<file path="src/rtl/mem_stage_ctrl_if.sv">
// Purpose : data-memory bus bundle between the M-stage controller and memory.
// Latency : n/a (wires only); the master registers req/we/addr/wdata.
// Backpr. : memory holds mem_ready low to extend an access; master keeps req stable.
// Ports   : mem_req/mem_we/mem_addr/mem_wdata (master->slave), mem_ready/mem_rdata (slave->master).
interface mem_stage_ctrl_if;
    logic        mem_req;
    logic        mem_we;
    logic [31:0] mem_addr;
    logic [31:0] mem_wdata;
    logic        mem_ready;
    logic [31:0] mem_rdata;

    modport master (
        output mem_req,
        output mem_we,
        output mem_addr,
        output mem_wdata,
        input  mem_ready,
        input  mem_rdata
    );

    modport slave (
        input  mem_req,
        input  mem_we,
        input  mem_addr,
        input  mem_wdata,
        output mem_ready,
        output mem_rdata
    );
endinterface

</file>
<file path="src/rtl/mem_stage_ctrl.sv">
// Purpose : M-stage controller; turns load/store into a req/ready bus access and stalls the pipe.
// Latency : request 1 cycle after the access is seen, result in DONE; 2 stall cycles minimum.
// Backpr. : stallM held while the bus withholds mem_ready; aborts after TIMEOUT_CYCLES (sticky bus_err).
// Ports   : clk/reset; aluoutM, writedataM, memwriteM, memreadM in; readdataM, stallM, misalignM,
//           bus_err out; bus = master side of mem_stage_ctrl_if.
module mem_stage_ctrl #(
    parameter int TIMEOUT_CYCLES = 255,
    parameter int CNT_W          = 8
) (
    input  logic                    clk,
    input  logic                    reset,
    input  logic [31:0]             aluoutM,
    input  logic [31:0]             writedataM,
    input  logic                    memwriteM,
    input  logic                    memreadM,
    output logic [31:0]             readdataM,
    output logic                    stallM,
    output logic                    misalignM,
    output logic                    bus_err,
    mem_stage_ctrl_if.master        bus
);

    localparam logic [1:0] ST_IDLE = 2'd0;
    localparam logic [1:0] ST_BUSY = 2'd1;
    localparam logic [1:0] ST_DONE = 2'd2;

    localparam logic [CNT_W-1:0] CNT_LAST = CNT_W'(TIMEOUT_CYCLES - 1);

    logic [1:0]       r_state;
    logic [CNT_W-1:0] r_cnt;
    logic             r_req;
    logic             r_we;
    logic [31:0]      r_addr;
    logic [31:0]      r_wdata;
    logic [31:0]      r_rdata;
    logic             r_bus_err;

    logic             w_memop;
    logic             w_access;

    assign w_memop   = memreadM | memwriteM;
    assign misalignM = w_memop & (aluoutM[1:0] != 2'b00);
    assign w_access  = w_memop & ~misalignM;

    always_ff @(posedge clk) begin
        if (reset) begin
            r_state   <= ST_IDLE;
            r_cnt     <= '0;
            r_req     <= 1'b0;
            r_we      <= 1'b0;
            r_addr    <= '0;
            r_wdata   <= '0;
            r_rdata   <= '0;
            r_bus_err <= 1'b0;
        end else begin
            case (r_state)
                ST_IDLE: begin
                    if (w_access) begin
                        r_state <= ST_BUSY;
                        r_req   <= 1'b1;
                        // A read+write combination is issued as a write.
                        r_we    <= memwriteM;
                        r_addr  <= {aluoutM[31:2], 2'b00};
                        r_wdata <= writedataM;
                        r_cnt   <= '0;
                    end
                end
                ST_BUSY: begin
                    // Completion wins over timeout when both land in the same cycle.
                    if (bus.mem_ready) begin
                        r_req   <= 1'b0;
                        r_state <= ST_DONE;
                        if (!r_we) begin
                            r_rdata <= bus.mem_rdata;
                        end
                    end else if (r_cnt == CNT_LAST) begin
                        r_req     <= 1'b0;
                        r_bus_err <= 1'b1;
                        r_rdata   <= '0;
                        r_state   <= ST_DONE;
                    end else begin
                        r_cnt <= r_cnt + 1'b1;
                    end
                end
                ST_DONE: begin
                    r_state <= ST_IDLE;
                end
                default: begin
                    r_state <= ST_IDLE;
                    r_req   <= 1'b0;
                end
            endcase
        end
    end

    // Stall starts combinationally in IDLE so the instruction is frozen before the
    // request is even registered; DONE releases it so the instruction advances.
    assign stallM    = ~reset & (((r_state == ST_IDLE) & w_access) | (r_state == ST_BUSY));
    assign readdataM = (~reset & (r_state == ST_DONE) & memreadM) ? r_rdata : 32'd0;
    assign bus_err   = r_bus_err;

    assign bus.mem_req   = r_req;
    assign bus.mem_we    = r_we;
    assign bus.mem_addr  = r_addr;
    assign bus.mem_wdata = r_wdata;

endmodule

</file>
<file path="src/flat_wrapper.sv">
// flat-port wrapper written by rule: the top's interface ports become plain ports
module mem_stage_ctrl_flat 
#(
    parameter int TIMEOUT_CYCLES = 255,
    parameter int CNT_W          = 8
)
  (clk, reset, aluoutM, writedataM, memwriteM, memreadM, readdataM, stallM, misalignM, bus_err, bus_mem_req, bus_mem_we, bus_mem_addr, bus_mem_wdata, bus_mem_ready, bus_mem_rdata);
  mem_stage_ctrl_if bus_i ();
  input  logic clk;
  input  logic reset;
  input  logic [31:0] aluoutM;
  input  logic [31:0] writedataM;
  input  logic memwriteM;
  input  logic memreadM;
  output logic [31:0] readdataM;
  output logic stallM;
  output logic misalignM;
  output logic bus_err;
  output wire logic [$bits(bus_i.mem_req)-1:0] bus_mem_req;
  output wire logic [$bits(bus_i.mem_we)-1:0] bus_mem_we;
  output wire logic [$bits(bus_i.mem_addr)-1:0] bus_mem_addr;
  output wire logic [$bits(bus_i.mem_wdata)-1:0] bus_mem_wdata;
  input wire logic [$bits(bus_i.mem_ready)-1:0] bus_mem_ready;
  input wire logic [$bits(bus_i.mem_rdata)-1:0] bus_mem_rdata;
  assign bus_mem_req = bus_i.mem_req;
  assign bus_mem_we = bus_i.mem_we;
  assign bus_mem_addr = bus_i.mem_addr;
  assign bus_mem_wdata = bus_i.mem_wdata;
  assign bus_i.mem_ready = bus_mem_ready;
  assign bus_i.mem_rdata = bus_mem_rdata;
  mem_stage_ctrl #(.TIMEOUT_CYCLES(TIMEOUT_CYCLES), .CNT_W(CNT_W)) u_core (.clk(clk), .reset(reset), .aluoutM(aluoutM), .writedataM(writedataM), .memwriteM(memwriteM), .memreadM(memreadM), .readdataM(readdataM), .stallM(stallM), .misalignM(misalignM), .bus_err(bus_err), .bus(bus_i));
endmodule
</file>
<file path="config.mk">
export PLATFORM = sky130hd
export DESIGN_NAME = mem_stage_ctrl_flat
export DESIGN_NICKNAME = d
export VERILOG_FILES = /design/src/rtl/mem_stage_ctrl_if.sv /design/src/rtl/mem_stage_ctrl.sv /design/src/flat_wrapper.sv
export SDC_FILE = /design/constraint.sdc
export NUM_CORES = 1
export LEC_CHECK = 0
export ABC_AREA = 0
export CAP_MARGIN = 20
export CORE_AREA = 5 5 125 103
export CTS_BUF_LIST = sky130_fd_sc_hd__clkbuf_8
export CTS_CLUSTER_DIAMETER = 60
export DETAILED_ROUTE_END_ITERATION = 8
export DIE_AREA = 0 0 130 108
export GPL_TIMING_DRIVEN = 0
export HOLD_SLACK_MARGIN = 0.1
export PLACE_DENSITY = 0.81
export SLEW_MARGIN = 0
export SYNTH_ARGS = -nofsm -noshare
export SYNTH_HDL_FRONTEND = slang
export SYNTH_SLANG_ARGS = --single-unit
</file>
<file path="constraint.sdc">
create_clock -name clk -period 2.1 [get_ports clk]
set_input_delay 0.21 -clock clk [delete_from_list [all_inputs] [get_ports clk]]
set_output_delay 0.21 -clock clk [all_outputs]
set_load 0.01 [all_outputs]
</file>
==> results of run 1 <==
-- worst max-delay path: stages --
cell,delay [ps]
clkdlybuf4s50_1,460
buf_6,180
inv_4,110
and4_4,270
clkbuf_4,180
and2_1,140
dlygate4sd2_1,260
-- per-layer routing --
metal | up-vias | wire, um | share of wire | GRT usage
met4 | 0 | 135 | 0.010 | 0.03190
met1 | 1866 | 5687 | 0.44 | 0.2276
met2 | 147 | 6083 | 0.47 | 0.3035
li1 | 1984 | - | - | -
met5 | - | 0 | 0 | 0
met3 | 13 | 1110 | 0.085 | 0.07012
-- kinds of logic (layout without fill, tap and decap cells) --
family	count (synthesis)	count (layout)	share of synthesized area
adders and majority gates	2	2	0.005553
AOI/OAI and AO/OA	117	117	0.2177
muxes	1	1	0.002499
other	1	2	0.0008323
DFF	107	107	0.4754
buffers and inverters	36	252	0.05970
and+or+nand+nor	199	199	0.2383
-- per-stage QoR --
stage                     area [um2]  cells  hold WS [ps]    util
after floorplan                 4509    464         336.9       -
after global placement          6686    811         447.4  0.5873
after detailed placement        6686    811         448.3  0.5873
after CTS                       6920    828         358.6  0.6078
after global routing            6927    828         348.2  0.6084
final                           6927    828         374.3  0.6084
-- registers in the layout, summed over array words and instances, names as in the netlist --
name                  count
u_core.r_cnt              8
u_core.r_state            2
u_core.bus.mem_req        1
u_core.bus.mem_addr      30
u_core.bus_err            1
u_core.r_rdata           32
u_core.bus.mem_we         1
u_core.bus.mem_wdata     32
-- power by group through the flow --
| stage | Combinational (mW) | Clock (mW) | Sequential, mW |
|---|---|---|---|
| global placement | 0.686 | 0 | 2.19 |
| finish | 0.705 | 1.44 | 2.15 |
| CTS | 0.709 | 1.47 | 2.15 |
| floorplan | 0.287 | 0 | 2.21 |
| detailed placement | 0.699 | 0 | 2.19 |
| global route | 0.755 | 1.57 | 2.16 |
-- cell type report --
class | count | area [um2] | share of cell area
Sequential cell | 107 | 2142 | 0.3092
Multi-Input combinational cell | 321 | 2108 | 0.3044
Timing Repair Buffer | 201 | 1971 | 0.2845
Buffer | 32 | 277.8 | 0.04010
Tap cell | 148 | 185.2 | 0.02673
Clock buffer | 9 | 123.9 | 0.01788
Clock inverter | 7 | 105.1 | 0.01517
Inverter | 3 | 13.76 | 0.001987
-- worst paths after layout --
kind / endpoint / depth (start not counted) / slack [ps]
min: u_core.bus.mem_wdata[30] / 3 / 370
max reg2reg: u_core.r_rdata[13] / 7 / 260
min reg2reg: u_core.bus.mem_wdata[30] / 2 / 460
max: readdataM[8] / 7 / 80
-- cells in the mapped netlist, drive strengths merged --
cell type    n
nand2      133
dfxtp      107
a21oi       70
and2        33
a22o        32
buf         19
clkbuf      14
nor2         6
nor3         6
nand3        5
nand2b       4
o211ai       4
inv          3
o21ai        3
and3         2
ha           2
o22ai        2
o311ai       2
or3          2
a2bb2oi      1
and4         1
conb         1
mux2         1
nand3b       1
nand4        1
nor2b        1
nor4         1
nor4b        1
o21a         1
o31a         1
o31ai        1
or2          1
or4          1
-- repair_timing --
action / 4_1_cts / 5_1_grt
pin swaps: 1 / 1
gates cloned: 0 / 0
endpoints found under the setup margin: 33 / 4
setup buffers: 1 / 1
resized for setup: 49 / 5
==> flow_summary_export.csv, run 1 <==
group,metric,value,unit
power_and_ir_drop,p_int,3.196,mW
critical_path,start_kind,"input port",
power_and_ir_drop,combPwrFrac,0.164,
critical_path,cp_data_arrival_time,1810,ps
cts,cts_buffer_depth,2,
finish,antenna_cells,0,
power_and_ir_drop,power_density,620.0,nW/um2
sta,setup_ws,82.13,ps
sta,max_freq,495.6,MHz
power_and_ir_drop,seq_power_share,0.501,
synthesis,synth_area,4506,um2
synthesis,yosys.area.top_type_share,0.4754,
placement,dp_hpwl,9874,um
finish,drive_gt1_frac,0.2515,
cts,clk_pin_slew,120,ps
sta,rsz0062_at_grt,"no",
sta,period_needed,2018,ps
cts,cts.sinks,107,
finish,nNetsFinal,778,
detailed_routing,drt_wl_total,13020,um
detailed_routing,wl_per_cell,15.72,um
placement,place.port_buffers,199,
floorplanning,dieArea,14040,um2
critical_path,cp-startpoint,"reset",
worst_hold_path,hp-class,"in2reg",
status,status,"finished clean",
global_route,grt_pass1_wl,20510,um
synthesis,synthTopCellsByArea,"dfxtp_1 48%, a21oi_2 12%, nand2_2 8.3%",
floorplanning,core_area,11390,um2
critical_path,path_class,"in2out",
sta,slew-limit-headroom,0.5199,
global_route,grt_pass1_vias,4123,
critical_path,crit_path_end_kind,"primary output",
finish,final_common_cell,"clkdlybuf4s50_1",
power_and_ir_drop,power,4.295,mW
floorplanning,ios,202,
sta,fin_setup_tns,0,ps
sta,fin_skew,12.97,ps
synthesis,synth_cells,463,
detailed_routing,drc_errors,0,
worst_hold_path,worstHoldStart,"writedataM[30]",
critical_path,critPathMaxFanout,10,
detailed_routing,vias,4010,
cts,cts_made_buffers,9,
synthesis,synth-seq-cells,107,
synthesis,ys_seq_area_frac,0.4754,
detailed_routing,drtPass1Iterations,5,
finish,most-common-layout-cells,"166 x clkdlybuf4s50_1, 107 x dfxtp_1, 72 x nand2_1",
flow_run,maxCapViolations,0,
synthesis,yosysUniqueCellTypes,41,
cts,clock-root-buffer,"clkbuf_8",
synthesis,yosysWarnings,0,
cts,cts_max_level,3,
critical_path,critPathRequiredTime,1890,ps
synthesis,avgSynthCellArea,9.731,um2
sta,tightest_slew,720.2,ps
global_route,grt_max_degree,20,
sta,setup_viol,0,
floorplanning,fp.dieH,108,um
detailed_routing,postRouteAntennaNets,0,
power_and_ir_drop,p_switching,1.098,mW
placement,gp_congestion,0.8390,
placement,dp_slack,-532.7,ps
power_and_ir_drop,ir_drop,0.3457,mV
finish,fillCellCount,988,
power_and_ir_drop,p_leak,2.581,nW
power_and_ir_drop,swShare,0.2557,
detailed_routing,drtIter0Drc,183,
cts,hold_buffers,0,
sta,slew_violations,0,
global_route,antenna_found_initial,0,
synthesis,yosysTopAreaCell,"dfxtp_1",
global_route,grt_remaining_overflow,0,
floorplanning,start_util,0.3957,
detailed_routing,viasPerCell,4.843,
floorplanning,die_w,130,um
finish,syn_to_final_growth,53.74,%
critical_path,r2r-start,"u_core.r_cnt[0]",
cts,clk_latency,380,ps
sta,hold_viol_final,0,
power_and_ir_drop,clkPwrFrac,0.335,
cts,tritoncts,"yes",
sta,min_period_over_period,0.9609,
floorplanning,num_rows,35,
global_route,grt_use_total,0.1822,
Note: power is estimated with default switching activity, not from simulation.
==> run 2, diff against run 1 <==
--- a/config.mk
+++ b/config.mk
@@ -15,3 +15,3 @@
 export GPL_TIMING_DRIVEN = 0
-export HOLD_SLACK_MARGIN = 0.1
+export HOLD_SLACK_MARGIN = 0.15
 export PLACE_DENSITY = 0.81
--- a/constraint.sdc
+++ b/constraint.sdc
@@ -3,2 +3,2 @@
 set_output_delay 0.21 -clock clk [all_outputs]
-set_load 0.01 [all_outputs]
+set_load 0.02 [all_outputs]
==> run 2 against run 1 <==
Effect of this change:
- sequential power is essentially flat
- maximum frequency is essentially flat
- non-clock buffer count grew 1
- critical path depth is the same
- sequential share of layout area grew 0.12 points
- clock skew grew 0.51 ps
- first-iteration DRC count grew 18%
- via count grew 0.15%
- cell count grew 0.12%
- critical endpoint is now readdataM[23]
- flip-flop and latch count is the same
- combinational power grew 6.7%
- setup slack gained 0.98 ps
==> flow_summary_export.csv, run 2 (synthesis gave the netlist of run 1 again) <==
group,metric,value,unit
status,status,"finished clean",
finish,drive_gt1_frac,0.2966,
sta,slew-limit-headroom,0.5204,
global_route,grt_use_total,0.1823,
placement,gp_congestion,0.8390,
finish,syn_to_final_growth,53.12,%
sta,hold_viol_final,0,
critical_path,critPathRequiredTime,1890,ps
critical_path,start_kind,"input port",
sta,setup_viol,0,
critical_path,max_stage_delay,460,ps
global_route,antenna_found_initial,0,
worst_hold_path,hp-class,"in2reg",
detailed_routing,viasPerCell,4.844,
finish,antenna_cells,0,
sta,tightest_slew,719.3,ps
sta,slew_violations,0,
sta,max_freq,495.8,MHz
cts,clk_latency,380,ps
detailed_routing,drtPass1Iterations,4,
floorplanning,fp.dieH,108,um
global_route,grt_remaining_overflow,0,
placement,place.port_buffers,199,
floorplanning,die_w,130,um
sta,setup_ws,83.11,ps
detailed_routing,drtIter0Drc,216,
cts,tritoncts,"yes",
power_and_ir_drop,p_leak,2.468,nW
power_and_ir_drop,combPwrFrac,0.173,
placement,dp_hpwl,9874,um
floorplanning,dieArea,14040,um2
critical_path,critPathMaxFanout,10,
cts,clock-root-buffer,"clkbuf_8",
global_route,grt_pass1_vias,4142,
finish,fillCellCount,984,
power_and_ir_drop,p_int,3.198,mW
floorplanning,start_util,0.3957,
global_route,grt_pass1_wl,20530,um
detailed_routing,postRouteAntennaNets,0,
finish,final_common_cell,"clkdlybuf4s50_1",
power_and_ir_drop,swShare,0.2641,
detailed_routing,drc_errors,0,
finish,nNetsFinal,779,
power_and_ir_drop,clkPwrFrac,0.332,
critical_path,cpMaxStageDelayCell,"clkdlybuf4s50_1",
cts,cts.sinks,107,
cts,clk_pin_slew,120,ps
critical_path,path_class,"in2out",
critical_path,crit_path_cell_trace,"clkdlybuf4s50_1 -> buf_6 -> inv_4 -> and4_4 -> clkbuf_4 -> and2_1 -> clkdlybuf4s15_2",
critical_path,cp_data_arrival_time,1810,ps
critical_path,crit_path_end_kind,"primary output",
cts,hold_buffers,0,
critical_path,critPathBufInv,5,
floorplanning,num_rows,35,
sta,rsz0062_at_grt,"no",
cts,cts_max_level,3,
detailed_routing,vias,4016,
detailed_routing,drt_wl_total,13030,um
global_route,grt_max_degree,20,
floorplanning,core_area,11390,um2
detailed_routing,wl_per_cell,15.72,um
sta,fin_skew,13.48,ps
power_and_ir_drop,ir_drop,0.3436,mV
floorplanning,ios,202,
sta,min_period_over_period,0.9604,
finish,most-common-layout-cells,"166 x clkdlybuf4s50_1, 107 x dfxtp_1, 72 x nand2_1",
cts,cts_buffer_depth,2,
sta,period_needed,2017,ps
cts,cts_made_buffers,9,
critical_path,cpLargestDelayFamily,"buffers and inverters",
placement,dp_slack,-600.3,ps
power_and_ir_drop,power_density,629.9,nW/um2
power_and_ir_drop,seq_power_share,0.495,
flow_run,maxCapViolations,0,
sta,timing.hold.ws,371.8,ps
power_and_ir_drop,power,4.346,mW
power_and_ir_drop,p_switching,1.148,mW
run 2: routing by layer:
| metal | wire length (um) | track usage | vias to the layer above |
|---|---|---|---|
| met5 | 0 | 0 | - |
| met1 | 5724 | 0.2276 | 1883 |
| li1 | - | - | 1983 |
| met2 | 6066 | 0.3043 | 138 |
| met3 | 1115 | 0.06963 | 12 |
| met4 | 127 | 0.03190 | 0 |
run 2: metrics by stage:
step / setup TNS [ps] / cells / util / instance area (um2)
6_report: 0 / 829 / 0.6059 / 6899
5_1_grt: 0 / 829 / 0.6059 / 6899
4_1_cts: -157.1 / 827 / 0.6107 / 6953
3_5_place_dp: -21490 / 811 / 0.5873 / 6686
3_3_place_gp: -19290 / 811 / 0.5873 / 6686
2_1_floorplan: 0 / 464 / - / 4509
run 2: final cells by class:
cell class / instances / area (um2) / share of cell area
plain buffers: 33 / 277.8 / 0.04026
multi-input cells: 321 / 2112 / 0.3061
well taps: 148 / 185.2 / 0.02684
inverters: 3 / 13.76 / 0.001995
flip-flops and latches: 107 / 2142 / 0.3105
repair buffers: 201 / 1939 / 0.2811
clock inverters: 7 / 105.1 / 0.01523
clock buffers: 9 / 123.9 / 0.01795
run 2: worst register-to-register path, stage by stage, from the launching register on:
cell and delay (ps):
dfxtp_1 370, inv_1 70, ha_1 150, nand3_1 150, nor3_1 300, o22ai_1 240
buf_2 240, a22o_1 200
run 2: timing repair:
item / 4_1_cts / 5_1_grt
gates resized for setup: 89 / 27
buffers inserted: 0 / 2
pin swaps: 1 / 1
endpoints found under the setup margin: 33 / 31
run 2: final timing paths:
check,startpoint,to,slack (ps),cells past startpoint
max,reset,readdataM[23],80,7
min,writedataM[30],u_core.bus.mem_wdata[30],370,3
max reg2reg,u_core.r_cnt[0],u_core.r_rdata[13],270,7
min reg2reg,u_core.bus.mem_wdata[30],u_core.bus.mem_wdata[30],460,2
run 2: power groups by stage:
| stage | Sequential, mW | Combinational, mW | Clock, mW |
|---|---|---|---|
| floorplan | 2.26 | 0.291 | 0 |
| global placement | 2.19 | 0.732 | 0 |
| detailed placement | 2.19 | 0.744 | 0 |
| CTS | 2.15 | 0.752 | 1.47 |
| global route | 2.16 | 0.802 | 1.57 |
| finish | 2.15 | 0.752 | 1.44 |
